`config.mk`:
```
export PLATFORM = sky130hd
export DESIGN_NAME = paging_mapper
export DESIGN_NICKNAME = d
export VERILOG_FILES = /design/src/rtl/paging_mapper.sv
export SDC_FILE = /design/constraint.sdc
export NUM_CORES = 1
export LEC_CHECK = 0
export CAP_MARGIN = 20
export CORE_UTILIZATION = 24
export CTS_BUF_LIST = sky130_fd_sc_hd__clkbuf_16
export DETAILED_ROUTE_END_ITERATION = 10
export SYNTH_ARGS = -nofsm -noshare
export SYNTH_HDL_FRONTEND = slang
export SYNTH_SLANG_ARGS = --single-unit
```
`constraint.sdc`:
```
create_clock -name CLK -period 1.52 [get_ports CLK]
set_input_delay 0.228 -clock CLK [delete_from_list [all_inputs] [get_ports CLK]]
set_output_delay 0.228 -clock CLK [all_outputs]
set_load 0.03 [all_outputs]
```
`src/rtl/paging_mapper.sv`:
```
// paging_mapper: SMS mapper register block and address translator.
//
// Takes a paging request from the Z80 paging handler when the CPU writes FFFC-FFFF. It captures
// the write and commits it to the control/bank registers. It then holds the CPU for DRAIN_CYCLES
// cycles so prefetched instructions drain, and pulses flush0 to clear the upstream request.
// CPU addresses are translated combinationally to ROM, cartridge-RAM and system-RAM selects.
//
// Optional feature: define CART_RAM_EN to enable cartridge-RAM mapping at 8000-BFFF (ctrl[3:2]).
// Without it, cram_sel/cram_addr are tied low and 8000-BFFF always maps to ROM bank2.
//
// Ports:
//   CLK, RST       clock; synchronous active-low reset
//   paging_RQ      mapper-write request, held high upstream until flush0
//   MREQ, Rd_Wr    CPU memory request (active-high), 1=read / 0=write
//   addr, wdata    CPU address and write data
//   flush0         one-cycle pulse clearing the upstream request
//   stall          CPU hold
//   rom_sel/addr   ROM select and physical byte address
//   cram_sel/addr  cartridge RAM select and address {bank bit, addr[12:0]}
//   sram_sel/addr  system RAM select and address (8KB mirrored over C000-FFFF)
//   ctrl_q         FFFC control register, for debug
module paging_mapper #(
  parameter int unsigned ROM_AW       = 19,
  parameter int unsigned DRAIN_CYCLES = 2
) (
  input  logic              CLK,
  input  logic              RST,
  input  logic              paging_RQ,
  input  logic              MREQ,
  input  logic              Rd_Wr,
  input  logic [15:0]       addr,
  input  logic [7:0]        wdata,
  output logic              flush0,
  output logic              stall,
  output logic              rom_sel,
  output logic [ROM_AW-1:0] rom_addr,
  output logic              cram_sel,
  output logic [13:0]       cram_addr,
  output logic              sram_sel,
  output logic [12:0]       sram_addr,
  output logic [7:0]        ctrl_q
);

  localparam int unsigned BankW     = ROM_AW - 14;
  localparam logic [3:0]  DrainLoad = (DRAIN_CYCLES == 0) ? 4'd0 : 4'(DRAIN_CYCLES - 1);

  typedef enum logic [1:0] {StIdle, StCommit, StDrain, StFlush} state_e;

  state_e           state_q, state_d;
  logic [1:0]       idx_q, idx_d;
  logic [7:0]       data_q, data_d;
  logic [3:0]       cnt_q, cnt_d;
  // Bank registers keep only the implemented bank bits, so out-of-range numbers wrap on write.
  logic [BankW-1:0] bank0_q, bank1_q, bank2_q;

  logic             cram_map;
  logic [13:0]      cram_page;

  // Next-state and handshake outputs
  always_comb begin
    state_d = state_q;
    idx_d   = idx_q;
    data_d  = data_q;
    cnt_d   = cnt_q;
    stall   = 1'b1;
    flush0  = 1'b0;
    unique case (state_q)
      StIdle: begin
        // The request is visible in the same cycle as the CPU write, so hold the CPU immediately.
        stall = paging_RQ;
        if (paging_RQ) begin
          idx_d   = addr[1:0];
          data_d  = wdata;
          state_d = StCommit;
        end
      end
      StCommit: begin
        if (DRAIN_CYCLES == 0) begin
          state_d = StFlush;
        end else begin
          cnt_d   = DrainLoad;
          state_d = StDrain;
        end
      end
      StDrain: begin
        if (cnt_q == 4'd0) state_d = StFlush;
        else               cnt_d   = cnt_q - 4'd1;
      end
      StFlush: begin
        flush0  = 1'b1;
        state_d = StIdle;
      end
      default: state_d = StIdle;
    endcase
  end

  always_ff @(posedge CLK) begin
    if (!RST) begin
      state_q <= StIdle;
      idx_q   <= 2'd0;
      data_q  <= 8'd0;
      cnt_q   <= 4'd0;
      ctrl_q  <= 8'h00;
      bank0_q <= BankW'(0);
      bank1_q <= BankW'(1);
      bank2_q <= BankW'(2);
    end else begin
      state_q <= state_d;
      idx_q   <= idx_d;
      data_q  <= data_d;
      cnt_q   <= cnt_d;
      if (state_q == StCommit) begin
        unique case (idx_q)
          2'd0:    ctrl_q  <= data_q;
          2'd1:    bank0_q <= BankW'(data_q);
          2'd2:    bank1_q <= BankW'(data_q);
          default: bank2_q <= BankW'(data_q);
        endcase
      end
    end
  end

`ifdef CART_RAM_EN
  assign cram_map  = ctrl_q[3];
  assign cram_page = {ctrl_q[2], addr[12:0]};
`else
  assign cram_map  = 1'b0;
  assign cram_page = 14'd0;
`endif

  // Address translation
  always_comb begin
    rom_sel   = 1'b0;
    rom_addr  = '0;
    cram_sel  = 1'b0;
    cram_addr = cram_page;
    sram_sel  = 1'b0;
    sram_addr = addr[12:0];
    unique case (addr[15:14])
      2'b00: begin
        // First 1KB holds the interrupt vectors and is never paged.
        if (addr[13:10] == 4'd0) rom_addr = ROM_AW'(addr[9:0]);
        else                     rom_addr = {bank0_q, addr[13:0]};
      end
      2'b01:   rom_addr = {bank1_q, addr[13:0]};
      2'b10:   rom_addr = {bank2_q, addr[13:0]};
      default: rom_addr = '0;
    endcase
    if (MREQ) begin
      if (addr[15:14] == 2'b11)                 sram_sel = 1'b1;
      else if (addr[15:14] == 2'b10 && cram_map) cram_sel = 1'b1;
      else                                       rom_sel  = Rd_Wr;
    end
  end

endmodule

```
==> summary.md, run 1 <==
| Metric | Value |
|---|---|
| CP cell instances | dlygate4sd2_1, nor2b_4, a22o_1, a21o_1, buf_6 |
| Buf/Inv on CP | 2 |
| Clock latency on the worst-skew pair | 0.28 ns |
| Final max-slew violation count | 0 |
| Vias in the first global route | between 1000 and 1500 |
| Layout Nets | roughly 330 |
| R2r worst-path depth | 6 |
| GRT Residual Overflow | 0 |
| Mapped Area | approximately 2000 µm² |
| Area of the multi-input gates | around 1000 µm² |
| Height of the die | 93.28 µm |
| Max-Cap Viols | 0 |
| Startpoint types | primary input |
| Tmin final | roughly 1.5 ns |
| Crit path max fanout | 5 |
| IO Count | 88 |
| Synth area leaders | dfxtp_1, mux2i_1, buf_4 |
| # fillers | 778 |
| RSZ-0062 raised after global routing | true |
| Hold buffer count at cts | 0 |
| Reg area | 783.3 µm² |
| Root Buffer | clkbuf_16 |
| Sequential area share after synthesis | between 30% and 40% |
| GRT Util Overall | 10.55% |
| Vias per cell | ~4.1 |
| DIE WIDTH | about 93 µm |
| DRT iter0 DRCs | 55 |
| Initial core utilization | between 20% and 30% |
| Final setup fails | 0 |
| LEAKAGE | between 0.001 and 0.0015 µW |
| Number of synthesized register bits | 39 |
| Final hold vios | 0 |
| H-tree depth | 2 |
| Number of CTS-inserted buffers | 5 |
| Worst Hold Launch | data_q[6]$_SDFFE_PN0P_ |
| Reg2reg start | state_q[1]$_SDFFE_PN0P_ |
| Primary FF master, synth | dfxtp_1 |
| Share of cells above drive strength 1 | 23.31% |
| DR WL/cell | ~11 µm |
| R2R Path End | ctrl_q[3]$_SDFFE_PN0P_ |
| First-pass GRT wire length | 7.196 mm |
| Via count | 1647 |
| CTS tree | yes |
| R2R Setup Slk | 0.09 ns |
| Slowest CP cell | dlygate4sd2_1 |
| DRC Markers | 0 |
| # port buffers | 72 |
| Antenna diode count | 0 |
| Final Cycle Share | 97.20% |
| # rows | 32 |
| Dpl cells | 387 |
| Critical path depth in cells | 5 |
| Synth area leader | dfxtp_1 |
| Routability cong. | 0.7629 |
| Synthesis warning total | 0 |
| Post-Route WL | 4.386 mm |
| Final Non-Filler Cells | 398 |
| Die ar. | 8700 µm² |
| Max clock buf depth | 2 |
| Unique masters post-synth | 34 |
| Worst EP arrival | roughly 1.3 ns |
| Commonest cells post-synth | dfxtp_1, buf_4, nand2_1 |
| Initial antenna violation count | 0 |
| Setup TNS | 0 ns |
| Max Clock Freq | approximately 680 MHz |
| Most frequent cell after synthesis | dfxtp_1 |
| Post-Route Skew | 0.002541 ns |
| Synth async-reset ratio | 0% |
| Hold Crit Class | reg2reg |
| Post-synthesis cell count | 225 |
| Core area | 7888 µm² |
| Maximum VDD drop | about 0.58 mV |
| CTS Sinks | 39 |
| Drt first pass iters | 4 |
| Top delay family on crit path | buffers and inverters |
| Crit. End Element | output pin |
| Worst Hold Depth | 2 |
| Post-synth top area share | between 30 and 40% |
| P per Cell Area | 1219 nW/µm² |
| Avg Cell Area, Syn | 8.886 µm² |
| Worst Path Required | 1.29 ns |
| Worst-path clk slew | 0.05 ns |
| EDFF count, synth | 0 |
| Status | finished, final reports clean |
| WS Path Type | in2out |
| Layout area overhead | 44.31% |
| Largest net degree at the start of global routing | 22 |
| Final HPWL DP | 3.362 mm |
| Hold Crit Endpoint | data_q[6]$_SDFFE_PN0P_ |
| DRT antenna net count | 0 |
| Max incr delay on CP | slightly above 0.3 ns |
[cells in the final DEF, fill, tap and decap left out, types with 6 or more instances in the layout]
cell / netlist / routed
clkdlybuf4s50_1: 0 / 22
inv_1: 6 / 7
buf_4: 28 / 39
dfxtp_1: 39 / 37
mux2i_1: 25 / 25
and2_1: 15 / 15
buf_6: 1 / 6
dlygate4sd2_1: 0 / 6
conb_1: 1 / 15
a21oi_1: 10 / 10
ha_1: 7 / 6
nand2_1: 28 / 27
nor2_1: 22 / 22
[cell type report]
cell class                 instances  area share [%]
clock buffer                       5           4.337
clock inverter                     3          0.5637
inverter                           6          0.7806
multi-input combinational        159           36.17
sequential                        39           27.15
tap                              102           4.423
timing repair buffer              84           26.58
[tightest hold or removal path: stages, from the launching register on]
cell and delay [ns]:
dfxtp_1 0.31, nand2_1 0.05, a21oi_1 0.05
[worst max path at each step]
stage	startpoint	end	slack (ns)
floorplan	state_q[0]$_SDFFE_PN0P_	state_q[0]$_SDFFE_PN0P_	0.09
global placement	addr[11]	rom_addr[14]	-0.31
detailed placement	addr[11]	rom_addr[14]	-0.38
CTS	addr[12]	rom_addr[16]	0.002
global route	addr[14]	rom_addr[14]	-0.005
finish	addr[14]	rom_addr[14]	0.04
[flip-flops by register name, indices dropped and copies added, names as in the netlist]
register,count
bank1_q,5
data_q,8
idx_q,2
state_q,2
bank2_q,5
bank0_q,5
cnt_q,4
ctrl_q,8
[cells by family after synthesis]
logic type,Yosys count,synth area share (%)
compound gates,27,9.011
simple gates,85,21.46
flops,39,39.05
fa+ha+maj,7,4.380
buf+inv,41,13.39
other cells,1,0.1876
mux,25,12.52
[per-layer routing]
layer  vias up  track usage, %  part of all wire [%]
li1        859               -                     -
met1       725           13.05                    47
met2        59           17.52                    45
met3         4           3.740                   7.6
met4         0           2.308                  0.64
met5         -               0                     0
[report_power, final]
group / switching (µW) / internal (µW) / total [µW]
Sequential: 104 / 1150 / 1250
Clock: 395 / 598 / 993
Combinational: 712 / 560 / 1270
[per-stage QoR]
stage / util (%) / total power, µW / worst slack, ns / hold slack (ns) / area [µm²]
finish: 36.58 / 3517 / 0.04250 / 0.4596 / 2885
global route: 36.58 / 3755 / -0.005373 / 0.4931 / 2885
CTS: 36.26 / 3542 / 0.002203 / 0.4574 / 2860
detailed placement: 33.72 / 2520 / -0.3795 / 0.4493 / 2660
global placement: 33.72 / 2511 / -0.3087 / 0.4425 / 2660
floorplan: - / 2134 / 0.08572 / 0.3640 / 2052
[repair_timing]
action,in CTS,in global routing
setup endpoints to repair,25,37
pin swaps,4,3
setup buffers,3,0
gates resized for setup,25,15
(Power assumes the default switching activity.)
==> run 2: changes to the inputs <==
Settings changed: CTS_CLUSTER_DIAMETER set to 80.
==> results of run 2 <==
Final layout, timing and power as in run 1 (identical DEF).
